`config.mk`:
```
export PLATFORM = sky130hd
export DESIGN_NAME = mips_controller
export DESIGN_NICKNAME = d
export VERILOG_FILES = /design/src/rtl/mips_pkg.sv /design/src/rtl/aludec.sv /design/src/rtl/mips_controller.sv
export SDC_FILE = /design/constraint.sdc
export NUM_CORES = 1
export LEC_CHECK = 0
export CORE_MARGIN = 3
export CORE_UTILIZATION = 39
export CTS_BUF_LIST = sky130_fd_sc_hd__clkbuf_8
export CTS_CLUSTER_SIZE = 40
export DETAILED_ROUTE_END_ITERATION = 7
export PLACE_DENSITY = 0.86
export SLEW_MARGIN = 20
export SYNTH_ARGS = -nofsm -noshare
export SYNTH_HDL_FRONTEND = slang
export SYNTH_SLANG_ARGS = --single-unit
```
`constraint.sdc`:
```
create_clock -name clk -period 1.8 [get_ports clk]
set_clock_uncertainty 0.1 [all_clocks]
set_input_delay 0.18 -clock clk [delete_from_list [all_inputs] [get_ports clk]]
set_output_delay 0.18 -clock clk [all_outputs]
set_load 0.005 [all_outputs]
```
`src/rtl/mips_pkg.sv`:
```
// mips_pkg: shared state encodings, opcode/funct constants and ALU control codes.
package mips_pkg;
  localparam logic [3:0] S_FETCH   = 4'd0;
  localparam logic [3:0] S_DECODE  = 4'd1;
  localparam logic [3:0] S_MEMADR  = 4'd2;
  localparam logic [3:0] S_MEMRD   = 4'd3;
  localparam logic [3:0] S_MEMWB   = 4'd4;
  localparam logic [3:0] S_MEMWR   = 4'd5;
  localparam logic [3:0] S_RTYPEEX = 4'd6;
  localparam logic [3:0] S_RTYPEWB = 4'd7;
  localparam logic [3:0] S_BEQEX   = 4'd8;
  localparam logic [3:0] S_ADDIEX  = 4'd9;
  localparam logic [3:0] S_ADDIWB  = 4'd10;
  localparam logic [3:0] S_JEX     = 4'd11;
  localparam logic [5:0] OP_RTYPE = 6'b000000;
  localparam logic [5:0] OP_LW    = 6'b100011;
  localparam logic [5:0] OP_SW    = 6'b101011;
  localparam logic [5:0] OP_BEQ   = 6'b000100;
  localparam logic [5:0] OP_ADDI  = 6'b001000;
  localparam logic [5:0] OP_J     = 6'b000010;
  localparam logic [5:0] FN_ADD = 6'b100000;
  localparam logic [5:0] FN_SUB = 6'b100010;
  localparam logic [5:0] FN_AND = 6'b100100;
  localparam logic [5:0] FN_OR  = 6'b100101;
  localparam logic [5:0] FN_SLT = 6'b101010;
  localparam logic [2:0] ALU_ADD = 3'b010;
  localparam logic [2:0] ALU_SUB = 3'b110;
  localparam logic [2:0] ALU_AND = 3'b000;
  localparam logic [2:0] ALU_OR  = 3'b001;
  localparam logic [2:0] ALU_SLT = 3'b111;
endpackage

```
`src/rtl/aludec.sv`:
```
// aludec: maps the controller's aluop and the funct field to the ALU control word.
module aludec
  import mips_pkg::*;
(
  input  logic [1:0] aluop,
  input  logic [5:0] funct,
  output logic [2:0] alucont
);
  logic [2:0] fdec;
  always_comb
    fdec = funct == FN_SUB ? ALU_SUB :
           funct == FN_AND ? ALU_AND :
           funct == FN_OR  ? ALU_OR  :
           funct == FN_SLT ? ALU_SLT : ALU_ADD;
  assign alucont = aluop[1] ? fdec : aluop[0] ? ALU_SUB : ALU_ADD;
endmodule

```
`src/rtl/mips_controller.sv`:
```
// mips_controller: multicycle MIPS Moore control FSM driving datapath enables, muxes and ALU control.
module mips_controller
  import mips_pkg::*;
(
  input  logic       clk,
  input  logic       reset,
  input  logic [5:0] op,
  input  logic [5:0] funct,
  input  logic       zero,
  output logic       memwrite,
  output logic       iord,
  output logic       irwrite,
  output logic       regdst,
  output logic       memtoreg,
  output logic       regwrite,
  output logic       alusrca,
  output logic [1:0] alusrcb,
  output logic [1:0] pcsrc,
  output logic       pcen,
  output logic [2:0] alucont
);
  logic [3:0] state, nxt, s;
  logic [1:0] aluop;
  logic       mw, irw, rw, pcwrite, branch;
  always_ff @(posedge clk)
    state <= reset ? S_FETCH : nxt;
  always_comb begin
    nxt = S_FETCH;
    case (state)
      S_FETCH:   nxt = S_DECODE;
      S_DECODE:  nxt = (op == OP_LW || op == OP_SW) ? S_MEMADR :
                       op == OP_RTYPE ? S_RTYPEEX :
                       op == OP_BEQ   ? S_BEQEX   :
                       op == OP_ADDI  ? S_ADDIEX  :
                       op == OP_J     ? S_JEX     : S_FETCH;
      S_MEMADR:  nxt = op == OP_LW ? S_MEMRD : S_MEMWR;
      S_MEMRD:   nxt = S_MEMWB;
      S_RTYPEEX: nxt = S_RTYPEWB;
      S_ADDIEX:  nxt = S_ADDIWB;
      default:   nxt = S_FETCH;
    endcase
  end
  // during reset the mux selects already show FETCH values
  assign s = reset ? S_FETCH : state;
  always_comb begin
    mw = 1'b0;
    iord = 1'b0;
    irw = 1'b0;
    regdst = 1'b0;
    memtoreg = 1'b0;
    rw = 1'b0;
    alusrca = 1'b0;
    alusrcb = 2'b00;
    pcsrc = 2'b00;
    pcwrite = 1'b0;
    branch = 1'b0;
    aluop = 2'b00;
    case (s)
      S_FETCH:   begin irw = 1'b1; pcwrite = 1'b1; alusrcb = 2'b01; end
      S_DECODE:  alusrcb = 2'b11;
      S_MEMADR:  begin alusrca = 1'b1; alusrcb = 2'b10; end
      S_MEMRD:   iord = 1'b1;
      S_MEMWB:   begin memtoreg = 1'b1; rw = 1'b1; end
      S_MEMWR:   begin iord = 1'b1; mw = 1'b1; end
      S_RTYPEEX: begin alusrca = 1'b1; aluop = 2'b10; end
      S_RTYPEWB: begin regdst = 1'b1; rw = 1'b1; end
      S_BEQEX:   begin alusrca = 1'b1; aluop = 2'b01; pcsrc = 2'b01; branch = 1'b1; end
      S_ADDIEX:  begin alusrca = 1'b1; alusrcb = 2'b10; end
      S_ADDIWB:  rw = 1'b1;
      S_JEX:     begin pcsrc = 2'b10; pcwrite = 1'b1; end
      default:   ;
    endcase
  end
  assign memwrite = mw & ~reset;
  assign irwrite  = irw & ~reset;
  assign regwrite = rw & ~reset;
  assign pcen     = ~reset & (pcwrite | (branch & zero));
  aludec u_aludec (.aluop(aluop), .funct(funct), .alucont(alucont));
endmodule

```
Word level (Yosys, flattened, before mapping). Cells that the tools add are included.

Word-level logic and storage cells: 68. Input bits: 15. Register bits after elaboration: 4. Memories: 0. Bits in latches: 0. Bits in writable memories: 0. Bits in read-only memories: 0.

Equal/unequal tests: 25. Multiply operators: 0. Bitwise gates (word level): 7. Div/mod/pow operators: 0. Muxes and demuxes: 26. Add/subtract/negate cells: 0. Reductions and logical operators: 9. Order comparisons: 0. Shift-type cells: 0.

Operators by type and width (count): $eq 6x6->1 const B (6); $mux 4 (6); $pmux 4 s6 (1); $mux 3 (7); $eq 4x3->1 const B (5); $eq 4x4->1 const B (5); $eq 4x2->1 const B (4); $mux 1 (9); $eq 4x1->1 const B (2); $logic_not 4->1 (2); $pmux 2 s2 (2); $eq 6x2->1 const B (1); $eq 6x3->1 const B (1); $eq 6x4->1 const B (1); $logic_not 6->1 (1); $pmux 2 s3 (1); $reduce_or 2->1 (3); $and 1x1->1 (5); $reduce_or 4->1 (1); $reduce_or 3->1 (1); $logic_or 1x1->1 (1); $not 1->1 (1); $or 1x1->1 (1).

Logic depth before layout (Yosys ltp). Gate-level depths: netlist of run 1.

Depth in word-level cells: 7. Depth in mapped cells: 5.

Cells and area by module. From an unflattened synthesis of run 1, not the netlist that was laid out.

Cells, all modules: 70. Area total of the unflattened synthesis: 528.0 um^2.

By module, submodules not included: mips_controller (sequential area each 80.1 um^2, area an instance 464.2 um^2, times used 1, cells each 62); aludec (sequential area each 0.0 um^2, area an instance 63.8 um^2, times used 1, cells each 8).

Least setup slack after synthesis of run 1. Ideal clock, no wire load.

Path kind: register -> output. Start point: reg state[2]. End point: out alucont[2]. Stages on the path, launching flop included: 5. Path slack: 211 ps. Arrival: 1309 ps. Path buffers: 0. Required time: 1520 ps. Cells stage by stage: dfxtp_1 > nand2b_4 > or2_4 > or4b_4 > o21bai_2.

Cells in the longest elaborated chain, start to end: 5. Elaborated cells between the ends (all ways): 6. Those cells by class: 2 x eq/ne; 4 x mux.

Ends and longest elaborated chain: start, declared (line mips_controller.sv:22) `logic [3:0] state, nxt, s;`; start signal, assigned (line mips_controller.sv:26) `state <= reset ? S_FETCH : nxt;`; $mux 4 (*) (line mips_controller.sv:44) `assign s = reset ? S_FETCH : state;`; $eq 4x4->1 or $eq 4x3->1 (tied branches) (line mips_controller.sv:58) `case (s)`; $pmux 2 s2 (*) (line mips_controller.sv:58); $mux 3 (line aludec.sv:15) `assign alucont = aluop[1] ? fdec : aluop[0] ? ALU_SUB : ALU_ADD;`; $mux 3 (*) (line aludec.sv:15); end, declared (line mips_controller.sv:20) `output logic [2:0] alucont`.

Mark *: on every way between the ends. The rest lies on a longest branch, timed or not.

Worst setup path in the final report of run 1.
Start point: reg state[3]. End point: out alucont[1].

Cells in the longest elaborated chain, start to end: 4. Elaborated cells between the ends (all ways): 5. Those cells by class: 2 x eq/ne; 3 x mux.

Ends and longest elaborated chain (line): $mux 4 (*) (mips_controller.sv:44); $eq 4x4->1 or $eq 4x3->1 (tied branches) (mips_controller.sv:58); $pmux 2 s2 (*) (mips_controller.sv:58); $mux 3 (*) (aludec.sv:15).

Marks and branches as above.

==> results of run 1 <==
==> worst max-delay path by stage <==
| stage | to | slack, ps | depth (start not counted) |
|---|---|---|---|
| detailed placement | alucont[2] | -520 | 5 |
| CTS | alucont[1] | -220 | 5 |
| finish | alucont[1] | -190 | 5 |
| floorplan | alucont[2] | 210 | 4 |
| global placement | alucont[2] | -470 | 5 |
| global route | alucont[1] | -220 | 5 |
==> what timing repair did <==
| item | 4_1_cts | 5_1_grt |
|---|---|---|
| gates cloned | 0 | 1 |
| gates resized for setup | 40 | 11 |
| setup endpoints to repair | 15 | 8 |
| pin swaps | 5 | 3 |
| buffers inserted | 5 | 4 |
| hold buffers | 0 | 0 |
==> cells in the final DEF (no fill, tap or decap), types with 3 or more instances in the layout <==
cell type         n
nand2b_4          3
or3_1             3
clkdlybuf4s50_1  14
nor2_1           11
dlygate4sd2_1    11
nand2b_1          3
nor3_1            6
buf_6             3
a21oi_1           4
nor2b_1           3
buf_4            19
clkbuf_8          3
buf_2             4
==> kinds of logic (layout without fill, tap and decap cells) <==
| family | Yosys count | count (layout) | share of synthesized area |
|---|---|---|---|
| XOR/XNOR | 3 | 3 | 0.04989 |
| multiplexers | 1 | 1 | 0.02138 |
| AND/OR/NAND/NOR | 45 | 45 | 0.5036 |
| flip-flops | 4 | 4 | 0.1520 |
| AO/OA/AOI/OAI | 17 | 17 | 0.2233 |
| buffers and inverters | 6 | 57 | 0.04987 |
==> power breakdown <==
part,internal [mW],switching (mW)
clock network,0.143,0.0486
registers,0.0907,0.00141
logic,0.0778,0.0679
==> per-layer routing <==
metal / routed length, um / GRT usage / vias to the layer above
li1: - / - / 378
met1: 1064 / 0.2893 / 398
met2: 1419 / 0.4551 / 58
met3: 175 / 0.05932 / 22
met4: 184 / 0.1925 / 0
met5: 0 / 0 / -
==> through the flow <==
step,TNS (ps),std cells,utilization
after detailed placement,-2804,131,0.7922
after floorplan,0,76,-
after global placement,-2366,131,0.7922
after global routing,-840.0,141,0.9335
after CTS,-576.3,136,0.8639
final,-574.3,141,0.9335
==> critical path, stage by stage, from the launching register on <==
cell      delay [ps]
dfxtp_2          310
nand2b_4         140
or2_4            230
or4b_4           530
nand2b_4         170
buf_6            110
==> layout make-up <==
cell class                 count  area, um2
inverter                       1      3.754
timing repair buffer          53      467.9
clock buffer                   3      41.29
tap                           14      17.52
fill                          39      78.83
multi-input combinational     66      490.5
sequential                     4      86.33
==> impl_metrics.env, run 1 <==
export IMPL_synth_most_common_cell="nor2_1"
export IMPL_startpoint_type="flop"
export IMPL_dpl_worst_slack_ps=-520.2
export IMPL_drc=0
export IMPL_num_vias=856
export IMPL_violations="setup timing"
export IMPL_htreeDepth=1
export IMPL_synth_area_leaders="dfxtp_1 (15%), nor2_1 (9.3%), nor3_1 (6.7%)"
export IMPL_numCtsBuffers=3
export IMPL_layout_nets=144
export IMPL_syn_nets=91
export IMPL_wl_um=2844
export IMPL_worstPathArrival_ps=1710
export IMPL_syn_area_per_cell_um2=6.931
export IMPL_whs_path_depth=4
export IMPL_top_regs="state (4)"
export IMPL_synth_area_um2=526.8
export IMPL_top_register="state"
export IMPL_reg2reg_slack_ps=90
export IMPL_ys_seq_elements=4
export IMPL_die_h_um=42.75
export IMPL_grt_pass1_wl_um=3601
export IMPL_dp_hpwl_um=1347
export IMPL_clock_path_buffers=2
export IMPL_yosysTopAreaCell="dfxtp_1"
export IMPL_drt_pass1_iterations=4
export IMPL_grt_usage=0.2694
export IMPL_yosysTopAreaCellShare=0.1520
export IMPL_cts_tree="yes"
export IMPL_clock_latency_ps=220
export IMPL_outcome="complete, but fails checks"
export IMPL_clock_sinks=4
export IMPL_drtIter0Drc=49
export IMPL_hold_path_startpoint="reset"
export IMPL_place_gp_congestion=0.8556
export IMPL_rsz0062_at_grt="true"
export IMPL_total_power_mw=0.4291
export IMPL_dpl_cell_area_um2=939.7
export IMPL_hold_viol=0
export IMPL_yosysWarnings=0
export IMPL_avgRoutedWirePerCell_um=20.17
export IMPL_num_rows=12
export IMPL_io_buffers=29
export IMPL_min_period_ps=1985
export IMPL_whs_ps=445.6
export IMPL_relSlewSlack=0.7273
export IMPL_cp_max_fo=3
export IMPL_path_class="flop to primary output"
export IMPL_synth_edf_count=0
export IMPL_ys_async_sr_fraction=0
export IMPL_hold_path_class="primary input to flop"
export IMPL_ant_nets=0
export IMPL_post_route_period_util=1.103
export IMPL_ios=30
export IMPL_cp_end_kind="primary output"
export IMPL_grt_overflow=0
export IMPL_r2r_end="state[0]$_SDFF_PP0_"
export IMPL_synthCells=76
export IMPL_ir_worst_vdd_uv=784.4
export IMPL_p_per_area_nw_per_um2=387.5
export IMPL_r2r_cells=6
export IMPL_final_area_um2=1107
export IMPL_cts_reportedPaths_clkPinSlew_ps=30
export IMPL_leakage_nw=0.4749
export IMPL_antenna_found_initial=0
export IMPL_cp_startpoint="state[3]$_SDFF_PP0_"
export IMPL_drive_gt1_frac=0.3937
export IMPL_grt_max_degree=16
export IMPL_antenna_cells=0
export IMPL_fp_coreArea_um2=1186
export IMPL_largest_reg_flops=4
export IMPL_maxSlewViolCount=0
export IMPL_synth_ff_type="dfxtp_1"
export IMPL_die_w_um=42.75
export IMPL_tightest_slew_ps=408.3
export IMPL_reg2reg_from="state[1]$_SDFF_PP0_"
export IMPL_layout_setup_ws_ps=-185.4
export IMPL_worstPathRequired_ps=1520
export IMPL_yosysSeqAreaShare=0.1520
export IMPL_ys_top_cells_by_count="nor2_1 (13), nor3_1 (7), a21oi_1 (4), dfxtp_1 (4), nand2b_1 (4)"
export IMPL_fmax_ghz=0.5037
export IMPL_grt_pass1_vias=745
export IMPL_viasPerCell=6.071
export IMPL_die_area_um2=1828
export IMPL_syn_to_final_growth_pct=110.2
export IMPL_worstHoldEndpoint="state[3]$_SDFF_PP0_"
export IMPL_yosysUniqueCellTypes=32
export IMPL_root_buffer="clkbuf_8"
export IMPL_start_util=0.4441
export IMPL_max_cap_violations=0
export IMPL_setup_violations=5
Power figures use the tool's default switching activity.
==> run 2, diff against run 1 <==
==> constraint.sdc (replaced) <==
create_clock -name clk -period 1.8 [get_ports clk]
set_clock_uncertainty 0.1 [all_clocks]
set_input_delay 0.54 -clock clk [delete_from_list [all_inputs] [get_ports clk]]
set_output_delay 0.54 -clock clk [all_outputs]
set_load 0.005 [all_outputs]
==> impl_metrics.env, run 2 <==
export IMPL_dp_cells=136
export IMPL_dp_hpwl_um=1399
export IMPL_post_cts_buffers=9
export IMPL_io_buffers=29
export IMPL_ys_top_cells_by_count="nor2_1 (13), nor3_1 (7), a21oi_1 (4), dfxtp_1 (4), nand2b_1 (4)"
export IMPL_synthCells=76
export IMPL_stop_stage="clock tree synthesis (4_1_cts)"
export IMPL_firstError="[ERROR DPL-0038] Utilization greater than 100%, impossible to legalize"
export IMPL_synth_most_common_cell="nor2_1"
export IMPL_start_util=0.4441
export IMPL_place_gp_congestion=0.7567
export IMPL_clock_path_buffers=2
export IMPL_die_w_um=42.75
export IMPL_numCtsBuffers=3
export IMPL_yosysUniqueCellTypes=32
export IMPL_die_h_um=42.75
export IMPL_ys_seq_elements=4
export IMPL_synth_edf_count=0
export IMPL_ys_async_sr_fraction=0
export IMPL_synth_ff_type="dfxtp_1"
export IMPL_ctsResizeCount=118
export IMPL_yosysSeqAreaShare=0.1520
export IMPL_outcome="stopped before the end"
export IMPL_num_rows=12
export IMPL_syn_nets=91
export IMPL_htreeDepth=1
export IMPL_synth_area_leaders="dfxtp_1 (15%), nor2_1 (9.3%), nor3_1 (6.7%)"
export IMPL_root_buffer="clkbuf_8"
export IMPL_synth_area_um2=526.8
export IMPL_clock_sinks=4
export IMPL_ios=30
export IMPL_yosysWarnings=0
export IMPL_ctsHoldBuffers=0
export IMPL_yosysTopAreaCell="dfxtp_1"
export IMPL_yosysTopAreaCellShare=0.1520
export IMPL_syn_area_per_cell_um2=6.931
==> run 2: cell counts after synthesis <==
Identical to the previous run, type by type.
==> run 2: per-stage QoR <==
| step | utilization | area, um2 | worst slack (ps) |
|---|---|---|---|
| 2_1_floorplan | - | 538.0 | -265.8 |
| 3_3_place_gp | 0.8333 | 988.4 | -1187 |
| 3_5_place_dp | 0.8333 | 988.4 | -1232 |
==> run 2: cell families after synthesis <==
kind of cell | count (synthesis) | synth area share
compound gates | 17 | 0.2233
buf+inv | 6 | 0.04987
xor+xnor | 3 | 0.04989
mux | 1 | 0.02138
flops | 4 | 0.1520
simple gates | 45 | 0.5036
==> run 3, diff against run 2 <==
--- a/config.mk
+++ b/config.mk
@@ -5,12 +5,10 @@
 export SDC_FILE = /design/constraint.sdc
 export NUM_CORES = 1
 export LEC_CHECK = 0
-export CORE_MARGIN = 3
-export CORE_UTILIZATION = 39
-export CTS_BUF_LIST = sky130_fd_sc_hd__clkbuf_8
-export CTS_CLUSTER_SIZE = 40
+export CORE_AREA = 3 3 64 66
 export DETAILED_ROUTE_END_ITERATION = 7
-export PLACE_DENSITY = 0.86
+export DIE_AREA = 0 0 67 69
+export PLACE_DENSITY_LB_ADDON = 0.15
 export SLEW_MARGIN = 20
 export SYNTH_ARGS = -nofsm -noshare
 export SYNTH_HDL_FRONTEND = slang
==> impl_metrics.env, run 3 (synthesis gave the netlist of run 1 again) <==
export IMPL_switching_share=0.2467
export IMPL_drive_gt1_frac=0.6176
export IMPL_worstHoldEndpoint="state[0]$_SDFF_PP0_"
export IMPL_hold_viol=0
export IMPL_hold_path_startpoint="state[3]$_SDFF_PP0_"
export IMPL_leakage_nw=0.5556
export IMPL_numCtsBuffers=3
export IMPL_relSlewSlack=0.8069
export IMPL_path_class="flop to primary output"
export IMPL_seqPwrFrac=0.218
export IMPL_fill_cells=413
export IMPL_clock_path_buffers=2
export IMPL_syn_to_final_growth_pct=143.2
export IMPL_die_area_um2=4623
export IMPL_die_h_um=69
export IMPL_antenna_found_initial=0
export IMPL_hold_path_class="flop to flop"
export IMPL_wl_um=1953
export IMPL_start_util=0.1450
export IMPL_startpoint_type="flop"
export IMPL_cts_tree="yes"
export IMPL_post_route_period_util=1.273
export IMPL_dpl_cell_area_um2=1039
export IMPL_clockPowerShare=0.426
export IMPL_whs_path_depth=2
export IMPL_clock_sinks=4
export IMPL_io_buffers=29
export IMPL_largest_reg_flops=4
export IMPL_ios=30
export IMPL_grt_usage=0.08819
export IMPL_top_regs="state (4)"
export IMPL_drtIter0Drc=6
export IMPL_grt_overflow=0
export IMPL_layout_nets=153
export IMPL_num_vias=761
export IMPL_maxSlewViolCount=0
export IMPL_htreeDepth=1
export IMPL_cp_end_kind="primary output"
export IMPL_r2r_cells=7
export IMPL_worstPathArrival_ps=1650
export IMPL_worstPathRequired_ps=1160
export IMPL_avgRoutedWirePerCell_um=10.61
export IMPL_max_cap_violations=0
export IMPL_reg2reg_from="state[1]$_SDFF_PP0_"
export IMPL_clock_latency_ps=210
export IMPL_r2r_end="state[0]$_SDFF_PP0_"
export IMPL_cp_max_fo=3
export IMPL_reg2reg_slack_ps=220
export IMPL_multi_input_area_um2=578.1
export IMPL_ant_nets=0
export IMPL_antenna_cells=0
export IMPL_setup_violations=15
export IMPL_place_gp_congestion=0.7423
export IMPL_whs_ps=518.9
export IMPL_final_area_um2=1281
export IMPL_violations="setup timing"
export IMPL_root_buffer="clkbuf_8"
export IMPL_tightest_slew_ps=289.1
export IMPL_viasPerCell=4.136
export IMPL_p_sw_mw=0.1061
export IMPL_pwr_share_comb=0.356
export IMPL_ctsHoldBuffers=0
export IMPL_ir_worst_vdd_uv=153.3
export IMPL_grt_pass1_vias=753
export IMPL_fmax_ghz=0.4365
export IMPL_p_per_area_nw_per_um2=335.8
export IMPL_grt_max_degree=13
export IMPL_seqCellArea_um2=83.83
export IMPL_cts_reportedPaths_clkPinSlew_ps=30
export IMPL_dp_hpwl_um=1474
export IMPL_die_w_um=67
export IMPL_rsz0062_at_grt="true"
export IMPL_grt_pass1_wl_um=3263
export IMPL_outcome="complete, but fails checks"
export IMPL_layout_common_cells="buf_4 (22), buf_2 (14), buf_6 (12)"
export IMPL_drc=0
export IMPL_layout_setup_ws_ps=-491.0
export IMPL_num_rows=22
export IMPL_fp_coreArea_um2=3633
export IMPL_min_period_ps=2291
export IMPL_internal_power_mw=0.3241
export IMPL_top_register="state"
export IMPL_mostFrequentLayoutCell="buf_4"
export IMPL_drt_pass1_iterations=2
run 3: metrics by stage:
| step | total power, mW | setup TNS [ps] | instances | util | setup slack, ps |
|---|---|---|---|---|---|
| 5_1_grt | 0.4568 | -3783 | 184 | 0.3526 | -543.6 |
| 6_report | 0.4302 | -2713 | 184 | 0.3526 | -491.0 |
| 2_1_floorplan | 0.1417 | -782.1 | 76 | - | -265.8 |
| 3_3_place_gp | 0.2221 | -13850 | 171 | 0.2858 | -1201 |
| 3_5_place_dp | 0.2221 | -13890 | 171 | 0.2858 | -1210 |
| 4_1_cts | 0.4182 | -3695 | 182 | 0.3295 | -573.7 |
run 3: layout make-up:
type,count,area share
clock buffers,3,0.03223
inverters,1,0.002930
multi-input cells,66,0.4512
flip-flops and latches,4,0.06543
well taps,48,0.04687
repair buffers,62,0.4014
run 3: worst max path at each step:
stage                      end  slack, ps  cells after the start                 from
global route        alucont[1]       -540                      5  state[3]$_SDFF_PP0_
finish              alucont[1]       -490                      5  state[3]$_SDFF_PP0_
floorplan           alucont[2]       -270                      3                reset
global placement    alucont[2]      -1200                      5                reset
detailed placement  alucont[2]      -1210                      5                reset
CTS                 alucont[1]       -570                      5  state[3]$_SDFF_PP0_
run 3: critical path: stages, from the launching register on:
cell and delay, ps:
dfxtp_2 310, nand2b_4 130, or2_4 220, or4b_4 510, nand2b_4 160, buf_6 110
run 3: power by group through the flow:
stage               clock (mW)  combinational [mW]  sequential [mW]
CTS                      0.188               0.137           0.0933
floorplan                    0              0.0467           0.0950
finish                   0.183               0.153           0.0937
global placement             0               0.128           0.0943
global route             0.195               0.168           0.0937
detailed placement           0               0.128           0.0943
run 3: metal layers:
| layer | track usage | up-vias | routed length [um] |
|---|---|---|---|
| met5 | 0 | - | 0 |
| met4 | 0.04730 | 0 | 47 |
| met3 | 0.008143 | 4 | 138 |
| met2 | 0.1452 | 27 | 925 |
| met1 | 0.1099 | 336 | 842 |
| li1 | - | 394 | - |
run 3: repair_timing:
item / CTS / global route
pin swaps: 17 / 10
gates resized for setup: 106 / 20
setup endpoints to repair: 17 / 18
setup buffers: 8 / 4
cloned: 0 / 0
